<file path="src/rtl/hpm_counter_unit_pkg.sv">
`default_nettype none
// ============================================================================
// Module      : hpm_counter_unit_pkg
// Description : Shared CSR address constants and decode types for the
//               performance-counter block.
//               No ports. Exports counter CSR addresses (low and high halves,
//               machine and user views), the first event-counter index and
//               the CSR access-class enum used by the top-level decoder.
// Revision    : 1.0 - initial release
// ============================================================================
package hpm_counter_unit_pkg;

    localparam logic [11:0] CSR_MCOUNTEREN    = 12'h306;
    localparam logic [11:0] CSR_MCOUNTINHIBIT = 12'h320;

    localparam logic [11:0] CSR_MCYCLE        = 12'hB00;
    localparam logic [11:0] CSR_MINSTRET      = 12'hB02;
    localparam logic [11:0] CSR_MHPMCOUNTER3  = 12'hB03;
    localparam logic [11:0] CSR_MCYCLEH       = 12'hB80;
    localparam logic [11:0] CSR_MINSTRETH     = 12'hB82;
    localparam logic [11:0] CSR_MHPMCOUNTER3H = 12'hB83;

    localparam logic [11:0] CSR_CYCLE         = 12'hC00;
    localparam logic [11:0] CSR_TIME          = 12'hC01;
    localparam logic [11:0] CSR_INSTRET       = 12'hC02;
    localparam logic [11:0] CSR_HPMCOUNTER3   = 12'hC03;
    localparam logic [11:0] CSR_CYCLEH        = 12'hC80;
    localparam logic [11:0] CSR_TIMEH         = 12'hC81;
    localparam logic [11:0] CSR_INSTRETH      = 12'hC82;
    localparam logic [11:0] CSR_HPMCOUNTER3H  = 12'hC83;

    // CSR index of the first programmable event counter.
    localparam int HPM_BASE_IDX = 3;

    // Which register group an incoming CSR address falls into.
    typedef enum logic [2:0] {
        ACC_NONE = 3'd0,   // not in the map
        ACC_MCNT = 3'd1,   // Bxx / B8x machine counters
        ACC_UCNT = 3'd2,   // Cxx / C8x user read-only shadows
        ACC_CEN  = 3'd3,   // mcounteren
        ACC_INH  = 3'd4    // mcountinhibit
    } csr_acc_e;

endpackage : hpm_counter_unit_pkg
`default_nettype wire

</file>
<file path="src/rtl/hpm_counter_unit_counter.sv">
`default_nettype none
// ============================================================================
// Module      : hpm_counter
// Description : One CNT_WIDTH-bit performance counter with per-cycle
//               increment, inhibit and independent low/high half writes.
//               A write in a cycle replaces the increment for that cycle.
// Ports       : clk, reset_n         - clock, async active-low reset
//               inc_i                - amount to add this cycle
//               inhibit_i            - freeze counting (writes still apply)
//               we_lo_i / we_hi_i    - replace bits [XLEN-1:0] / [CNT-1:XLEN]
//               wdata_i              - CSR write data
//               cnt_o                - current counter value
// Revision    : 1.0 - initial release
// ============================================================================
module hpm_counter #(
    parameter int XLEN      = 32,
    parameter int CNT_WIDTH = 64,
    parameter int INC_WIDTH = 2
) (
    input  logic                 clk,
    input  logic                 reset_n,
    input  logic [INC_WIDTH-1:0] inc_i,
    input  logic                 inhibit_i,
    input  logic                 we_lo_i,
    input  logic                 we_hi_i,
    input  logic [XLEN-1:0]      wdata_i,
    output logic [CNT_WIDTH-1:0] cnt_o
);

    localparam int c_HI_W = CNT_WIDTH - XLEN;

    logic [CNT_WIDTH-1:0] cnt_q;
    logic [CNT_WIDTH-1:0] cnt_d;

    always_comb begin
        cnt_d = cnt_q;
        if (we_lo_i || we_hi_i) begin
            // The written value lands exactly; no increment this cycle.
            if (we_lo_i) cnt_d[XLEN-1:0]         = wdata_i;
            if (we_hi_i) cnt_d[CNT_WIDTH-1:XLEN] = wdata_i[c_HI_W-1:0];
        end else if (!inhibit_i) begin
            cnt_d = cnt_q + CNT_WIDTH'(inc_i);
        end
    end

    always_ff @(posedge clk or negedge reset_n) begin
        if (!reset_n) cnt_q <= '0;
        else          cnt_q <= cnt_d;
    end

    assign cnt_o = cnt_q;

endmodule : hpm_counter
`default_nettype wire

</file>
<file path="src/rtl/hpm_counter_unit.sv">
`default_nettype none
// ============================================================================
// Module      : hpm_counter_unit
// Description : mcycle, minstret and NB_HPM event counters with
//               mcountinhibit / mcounteren, served over a one-cycle CSR
//               request/response port with privilege checks.
// Ports       : clk, reset_n          - clock, async active-low reset
//               event_i[k]            - increments counter 3+k
//               retire_cnt_i          - instructions retired this cycle
//               priv_m_i              - 1 = machine mode, 0 = user mode
//               csr_req_i/we/addr/wdata - CSR request
//               csr_rvalid_o/rdata_o/err_o - registered response
// Revision    : 1.0 - initial release
// ============================================================================
module hpm_counter_unit
    import hpm_counter_unit_pkg::*;
#(
    parameter int XLEN         = 32,
    parameter int CNT_WIDTH    = 64,
    parameter int NB_HPM       = 14,
    parameter int RETIRE_WIDTH = 2
) (
    input  logic                              clk,
    input  logic                              reset_n,
    input  logic [NB_HPM-1:0]                 event_i,
    input  logic [$clog2(RETIRE_WIDTH+1)-1:0] retire_cnt_i,
    input  logic                              priv_m_i,
    input  logic                              csr_req_i,
    input  logic                              csr_we_i,
    input  logic [11:0]                       csr_addr_i,
    input  logic [XLEN-1:0]                   csr_wdata_i,
    output logic                              csr_rvalid_o,
    output logic [XLEN-1:0]                   csr_rdata_o,
    output logic                              csr_err_o
);

    localparam int c_RET_W   = $clog2(RETIRE_WIDTH+1);
    localparam int c_NB_SLOT = NB_HPM + 2;

    // Writable bits of mcounteren/mcountinhibit: 0 and 2..NB_HPM+2.
    localparam logic [63:0]     c_ONE64    = 64'd1;
    localparam logic [63:0]     c_IMPL64   = (c_ONE64 << (NB_HPM + 3)) - 64'd1;
    localparam logic [XLEN-1:0] c_CSR_MASK = c_IMPL64[XLEN-1:0] & ~XLEN'(2);

    logic [4:0]           w_idx;
    logic                 w_hi;
    csr_acc_e             w_acc;
    logic                 w_err;
    logic [XLEN-1:0]      w_rd_val;
    logic                 w_wr_ok;
    logic                 w_cnt_wr;
    logic [CNT_WIDTH-1:0] w_cnt [c_NB_SLOT];
    logic [c_NB_SLOT-1:0] w_hit;
    logic [CNT_WIDTH-1:0] w_cnt_sel;

    logic [XLEN-1:0] mcounteren_q,    mcounteren_d;
    logic [XLEN-1:0] mcountinhibit_q, mcountinhibit_d;
    logic            rvalid_q,        rvalid_d;
    logic [XLEN-1:0] rdata_q,         rdata_d;
    logic            err_q,           err_d;

    assign w_idx = csr_addr_i[4:0];
    assign w_hi  = csr_addr_i[7];

    // Slot 0 = mcycle (idx 0), slot 1 = minstret (idx 2), slot 2+k = idx 3+k.
    for (genvar s = 0; s < c_NB_SLOT; s++) begin : g_slot
        localparam int c_IDX = (s == 0) ? 0 : s + 1;
        logic [c_RET_W-1:0] w_inc;

        if (s == 0) begin : g_cycle
            assign w_inc = c_RET_W'(1);
        end else if (s == 1) begin : g_instret
            assign w_inc = retire_cnt_i;
        end else begin : g_event
            assign w_inc = c_RET_W'(event_i[c_IDX-HPM_BASE_IDX]);
        end

        assign w_hit[s] = (w_idx == 5'(c_IDX));

        hpm_counter #(
            .XLEN      (XLEN),
            .CNT_WIDTH (CNT_WIDTH),
            .INC_WIDTH (c_RET_W)
        ) u_cnt (
            .clk       (clk),
            .reset_n   (reset_n),
            .inc_i     (w_inc),
            .inhibit_i (mcountinhibit_q[c_IDX]),
            .we_lo_i   (w_cnt_wr & ~w_hi & w_hit[s]),
            .we_hi_i   (w_cnt_wr &  w_hi & w_hit[s]),
            .wdata_i   (csr_wdata_i),
            .cnt_o     (w_cnt[s])
        );
    end

    // Reserved indices hit no slot and therefore read as zero.
    always_comb begin
        w_cnt_sel = '0;
        for (int s = 0; s < c_NB_SLOT; s++) begin
            if (w_hit[s]) w_cnt_sel = w_cnt[s];
        end
    end

    always_comb begin
        w_acc = ACC_NONE;
        if (csr_addr_i[6:5] == 2'b00) begin
            if (csr_addr_i[11:8] == 4'hB)      w_acc = ACC_MCNT;
            else if (csr_addr_i[11:8] == 4'hC) w_acc = ACC_UCNT;
        end
        if (csr_addr_i == CSR_MCOUNTEREN)    w_acc = ACC_CEN;
        if (csr_addr_i == CSR_MCOUNTINHIBIT) w_acc = ACC_INH;
    end

    always_comb begin
        w_err    = 1'b1;
        w_rd_val = '0;
        case (w_acc)
            // Index 1 is CSR_TIME in the user space and unmapped in the machine space.
            ACC_MCNT: w_err = !priv_m_i || (w_idx == 5'd1);
            ACC_UCNT: w_err = csr_we_i || (w_idx == 5'd1)
                              || (!priv_m_i && !mcounteren_q[w_idx]);
            ACC_CEN,
            ACC_INH:  w_err = !priv_m_i;
            default:  w_err = 1'b1;
        endcase
        case (w_acc)
            ACC_MCNT,
            ACC_UCNT: w_rd_val = w_hi ? XLEN'(w_cnt_sel[CNT_WIDTH-1:XLEN])
                                      : w_cnt_sel[XLEN-1:0];
            ACC_CEN:  w_rd_val = mcounteren_q;
            ACC_INH:  w_rd_val = mcountinhibit_q;
            default:  w_rd_val = '0;
        endcase
    end

    assign w_wr_ok  = csr_req_i & csr_we_i & ~w_err;
    assign w_cnt_wr = w_wr_ok & (w_acc == ACC_MCNT);

    always_comb begin
        mcounteren_d    = mcounteren_q;
        mcountinhibit_d = mcountinhibit_q;
        if (w_wr_ok && w_acc == ACC_CEN) mcounteren_d    = csr_wdata_i & c_CSR_MASK;
        if (w_wr_ok && w_acc == ACC_INH) mcountinhibit_d = csr_wdata_i & c_CSR_MASK;

        rvalid_d = csr_req_i;
        err_d    = csr_req_i & w_err;
        rdata_d  = (csr_req_i && !csr_we_i && !w_err) ? w_rd_val : '0;
    end

    always_ff @(posedge clk or negedge reset_n) begin
        if (!reset_n) begin
            mcounteren_q    <= '0;
            mcountinhibit_q <= '0;
            rvalid_q        <= 1'b0;
            rdata_q         <= '0;
            err_q           <= 1'b0;
        end else begin
            mcounteren_q    <= mcounteren_d;
            mcountinhibit_q <= mcountinhibit_d;
            rvalid_q        <= rvalid_d;
            rdata_q         <= rdata_d;
            err_q           <= err_d;
        end
    end

    assign csr_rvalid_o = rvalid_q;
    assign csr_rdata_o  = rdata_q;
    assign csr_err_o    = err_q;

endmodule : hpm_counter_unit
`default_nettype wire

</file>
<file path="config.mk">
export PLATFORM = sky130hd
export DESIGN_NAME = hpm_counter_unit
export DESIGN_NICKNAME = d
export VERILOG_FILES = /design/src/rtl/hpm_counter_unit_pkg.sv /design/src/rtl/hpm_counter_unit_counter.sv /design/src/rtl/hpm_counter_unit.sv
export SDC_FILE = /design/constraint.sdc
export NUM_CORES = 2
export LEC_CHECK = 0
export CORE_MARGIN = 2
export CORE_UTILIZATION = 30
export DETAILED_ROUTE_END_ITERATION = 8
export PLACE_DENSITY = 0.47
export REMOVE_ABC_BUFFERS = 1
export SETUP_SLACK_MARGIN = 0.1
export SLEW_MARGIN = 20
export SYNTH_ARGS = -nofsm -noshare
export SYNTH_HDL_FRONTEND = slang
export SYNTH_SLANG_ARGS = --single-unit
</file>
<file path="constraint.sdc">
create_clock -name clk -period 3.5 [get_ports clk]
set_input_delay 0.875 -clock clk [delete_from_list [all_inputs] [get_ports clk]]
set_output_delay 0.875 -clock clk [all_outputs]
set_load 0.005 [all_outputs]
</file>
==> out/qor.yml <==
status: "complete, but fails checks"
violations: "negative setup slack"
maxCapViolCount: 0
period_share_pct: 101
fmax_mhz: 284
cts_sinks: 1090
dieHeight_um: 498
reg2reg_slack_ns: 0.31
nFillCells: 24906
tightest_slew_ns: 1.30
grt_max_degree: 102
ioPinCount: 99
placed_area_mm2: 0.0923
htree_levels: 4
area_delta_synth_final_pct: 33.6
r2r-end: "g_slot[0].u_cnt.cnt_o[56]"
drive_gt1_share_pct: 22.9
place.gp.congestion: 1.12
p_total_uw: 33800
dieArea_mm2: 0.248
final-hold-violation-count: 0
crit_required_ns: 4.23
power_density_mw_per_mm2: 346
grt_pass1_vias: 86188
grt_use_total_pct: 44.9
syn_area_mm2: 0.0731
vdd_drop_max_mv: 0.482
cts_tree: "done"
clock_latency_ns: 0.85
multi_input_area_mm2: 0.0430
p_leak_uw: 0.0412
layout.area.seq_mm2: 0.0273
startpoint: "csr_addr_i[3]"
totalWireLength_um: 578000
slew_headroom_pct: 13.0
tns_ns: -0.0232
grt_pass1_wl_um: 769000
netlist_instances: 9306
fin_ws_ns: -0.0232
rsz0062_at_grt: "yes"
remaining_drc_errors: 0
synthArstFlopShare_pct: 100
drt_pass1_iterations: 6
endpoint: "csr_rdata_o[29]"
antenna_found_initial: 126
cts-root-buf: "clkbuf_16"
drt_iter0_markers: 16280
finalClockSkew_ns: 0.0349
r2r_start: "g_slot[0].u_cnt.cnt_o[1]"
dieWidth_um: 498
ys_seq_elements: 1090
wl_per_cell_um: 41.0
layout_common_cells: "1,724 x buf_4, 1,090 x dfrtp_1, 992 x a21oi_1, 964 x nand2_1, 850 x nor2_1"
num_vias: 94886
path_clk_slew_ns: 0.06
cts_buffer_depth: 3
layout_commonest_cell: "buf_4"
synth.distinct_cells: 103
syn_avg_cell_area_um2: 7.86
antenna_left: 0
hold_class: "primary input to flop"
ys.flop_type: "dfrtp_1"
critPathLaunchType: "primary input"
initial_utilization_pct: 30.1
setup_violations: 1
cts_buffers: 150
coreArea_mm2: 0.243
dp_slack_ns: -1.09
io_buffer_count: 98
dp_cells: 13771
synth_sequential_area_ratio_pct: 37.3
fin_nets: 10823
dpl.hpwl_um: 450000
final_area_mm2: 0.0977
finalNonFillerCells: 14108
setup.worst_path.class: "primary input to flop"
critPathMaxFanout: 6
viasPerCell: 6.73
rr_worst_depth: 8
grt-ovfl-total: 0
cp.arrival_ns: 4.25
synth-edff-count: 0
fin_crit_ns: 3.52
drv_slew: 0
num_rows: 181
yosysWarnings: 0
cp-end-kind: "flop"
## power breakdown
group | internal, uW | total, uW | switching, uW
combinational | 1180 | 4170 | 2990
clock | 9390 | 16400 | 6970
sequential | 12800 | 13200 | 437
total | 23400 | 33800 | 10400
## critical path, cell delays in order
cell,delay [ns]
clkdlybuf4s50_1,0.51
buf_12,0.14
buf_4,0.13
nand3b_1,0.22
buf_12,0.24
buf_12,0.13
nor2_2,0.34
buf_4,0.20
buf_4,0.10
a22oi_1,0.09
buf_4,0.19
nand3_1,0.32
o22ai_1,0.12
buf_4,0.18
and3_1,0.19
a311oi_1,0.26
## cell usage after synthesis, drive strengths merged (57+ instances only)
library cell     n  area, um2
o21ai          681       3420
a31oi          107        676
o221ai          57        499
nor3           378       2010
mux2            67        754
clkbuf         593       2230
nand4          244       1530
dfrtp         1090      27300
and2            93        582
mux2i           66        661
inv            150        563
and4            88        771
nor2           877       3300
a311oi         143       1250
o22ai          258       1610
a22oi          153       1150
and3           253       1580
nand2          970       3650
a211oi         284       2130
o211ai          94        706
a221oi          83        727
or3             58        363
nand3          533       2670
a21oi         1005       5040
buf            150        734
nor4           103        837
## area by class of cell
| cell class | count | share of cell area, % |
|---|---|---|
| diodes | 62 | 0.159 |
| clock buffers | 219 | 4.49 |
| clock inverters | 51 | 0.643 |
| inverters | 154 | 0.594 |
| multi-input cells | 7319 | 44.0 |
| flip-flops and latches | 1090 | 27.9 |
| well taps | 3202 | 4.10 |
| repair buffers | 2011 | 18.2 |
## how the worst min path moves through the flow
stage                                      end  cells after the start  slack (ns)                        from
finish               g_slot[4].u_cnt.cnt_o[57]                      3        0.48             csr_wdata_i[25]
global route         g_slot[3].u_cnt.cnt_o[30]                      3        0.48             csr_wdata_i[30]
CTS                  g_slot[4].u_cnt.cnt_o[57]                      3        0.45             csr_wdata_i[25]
detailed placement  g_slot[14].u_cnt.cnt_o[63]                      1        0.50  g_slot[14].u_cnt.cnt_o[63]
global placement    g_slot[14].u_cnt.cnt_o[37]                      1        0.49  g_slot[14].u_cnt.cnt_o[37]
floorplan           g_slot[10].u_cnt.cnt_o[63]                      1        0.45  g_slot[10].u_cnt.cnt_o[63]
## repair_timing
item                                    4_1_cts  5_1_grt
endpoints found under the setup margin       49       58
setup buffers                                 0        3
gates cloned                                  0        0
endpoints found under the hold margin        22        0
pin swaps                                     0        5
gates resized for setup                      14       26
hold buffers                                  1        0
## routing by layer
metal	track usage [%]	vias up	share of wire [%]
met2	62.2	7305	40
li1	-	38517	-
met3	14.5	1659	13
met1	59.2	47355	40
met5	0	-	0.061
met4	30.1	50	7.7
## cells by family (layout without fill, tap and decap cells)
logic type                 after synthesis  after routing  synth area share, %
other                                    0             62                    0
adders and majority gates               32             32                0.558
AOI/OAI and AO/OA                     3372           3372                 29.6
xor gates and xnor gates                 3              3               0.0359
and+or+nand+nor                       3771           3771                 25.4
buffers and inverters                  897           2435                 4.84
muxes                                  141            141                 2.18
DFF                                   1090           1090                 37.3
## per-stage QoR
step	util, %	hold slack (ns)
after global routing	40.2	0.484
after CTS	40.1	0.446
after floorplan	-	0.448
after detailed placement	38.0	0.497
final	40.3	0.475
after global placement	38.0	0.489
## sequential cells by signal, summed over array words and instances (netlist names)
| register | cells |
|---|---|
| mcountinhibit_q | 16 |
| csr_err_o | 1 |
| mcounteren_q | 16 |
| csr_rvalid_o | 1 |
| g_slot.u_cnt.cnt_o | 1024 |
| csr_rdata_o | 32 |
Note: power is estimated with default switching activity, not from simulation.
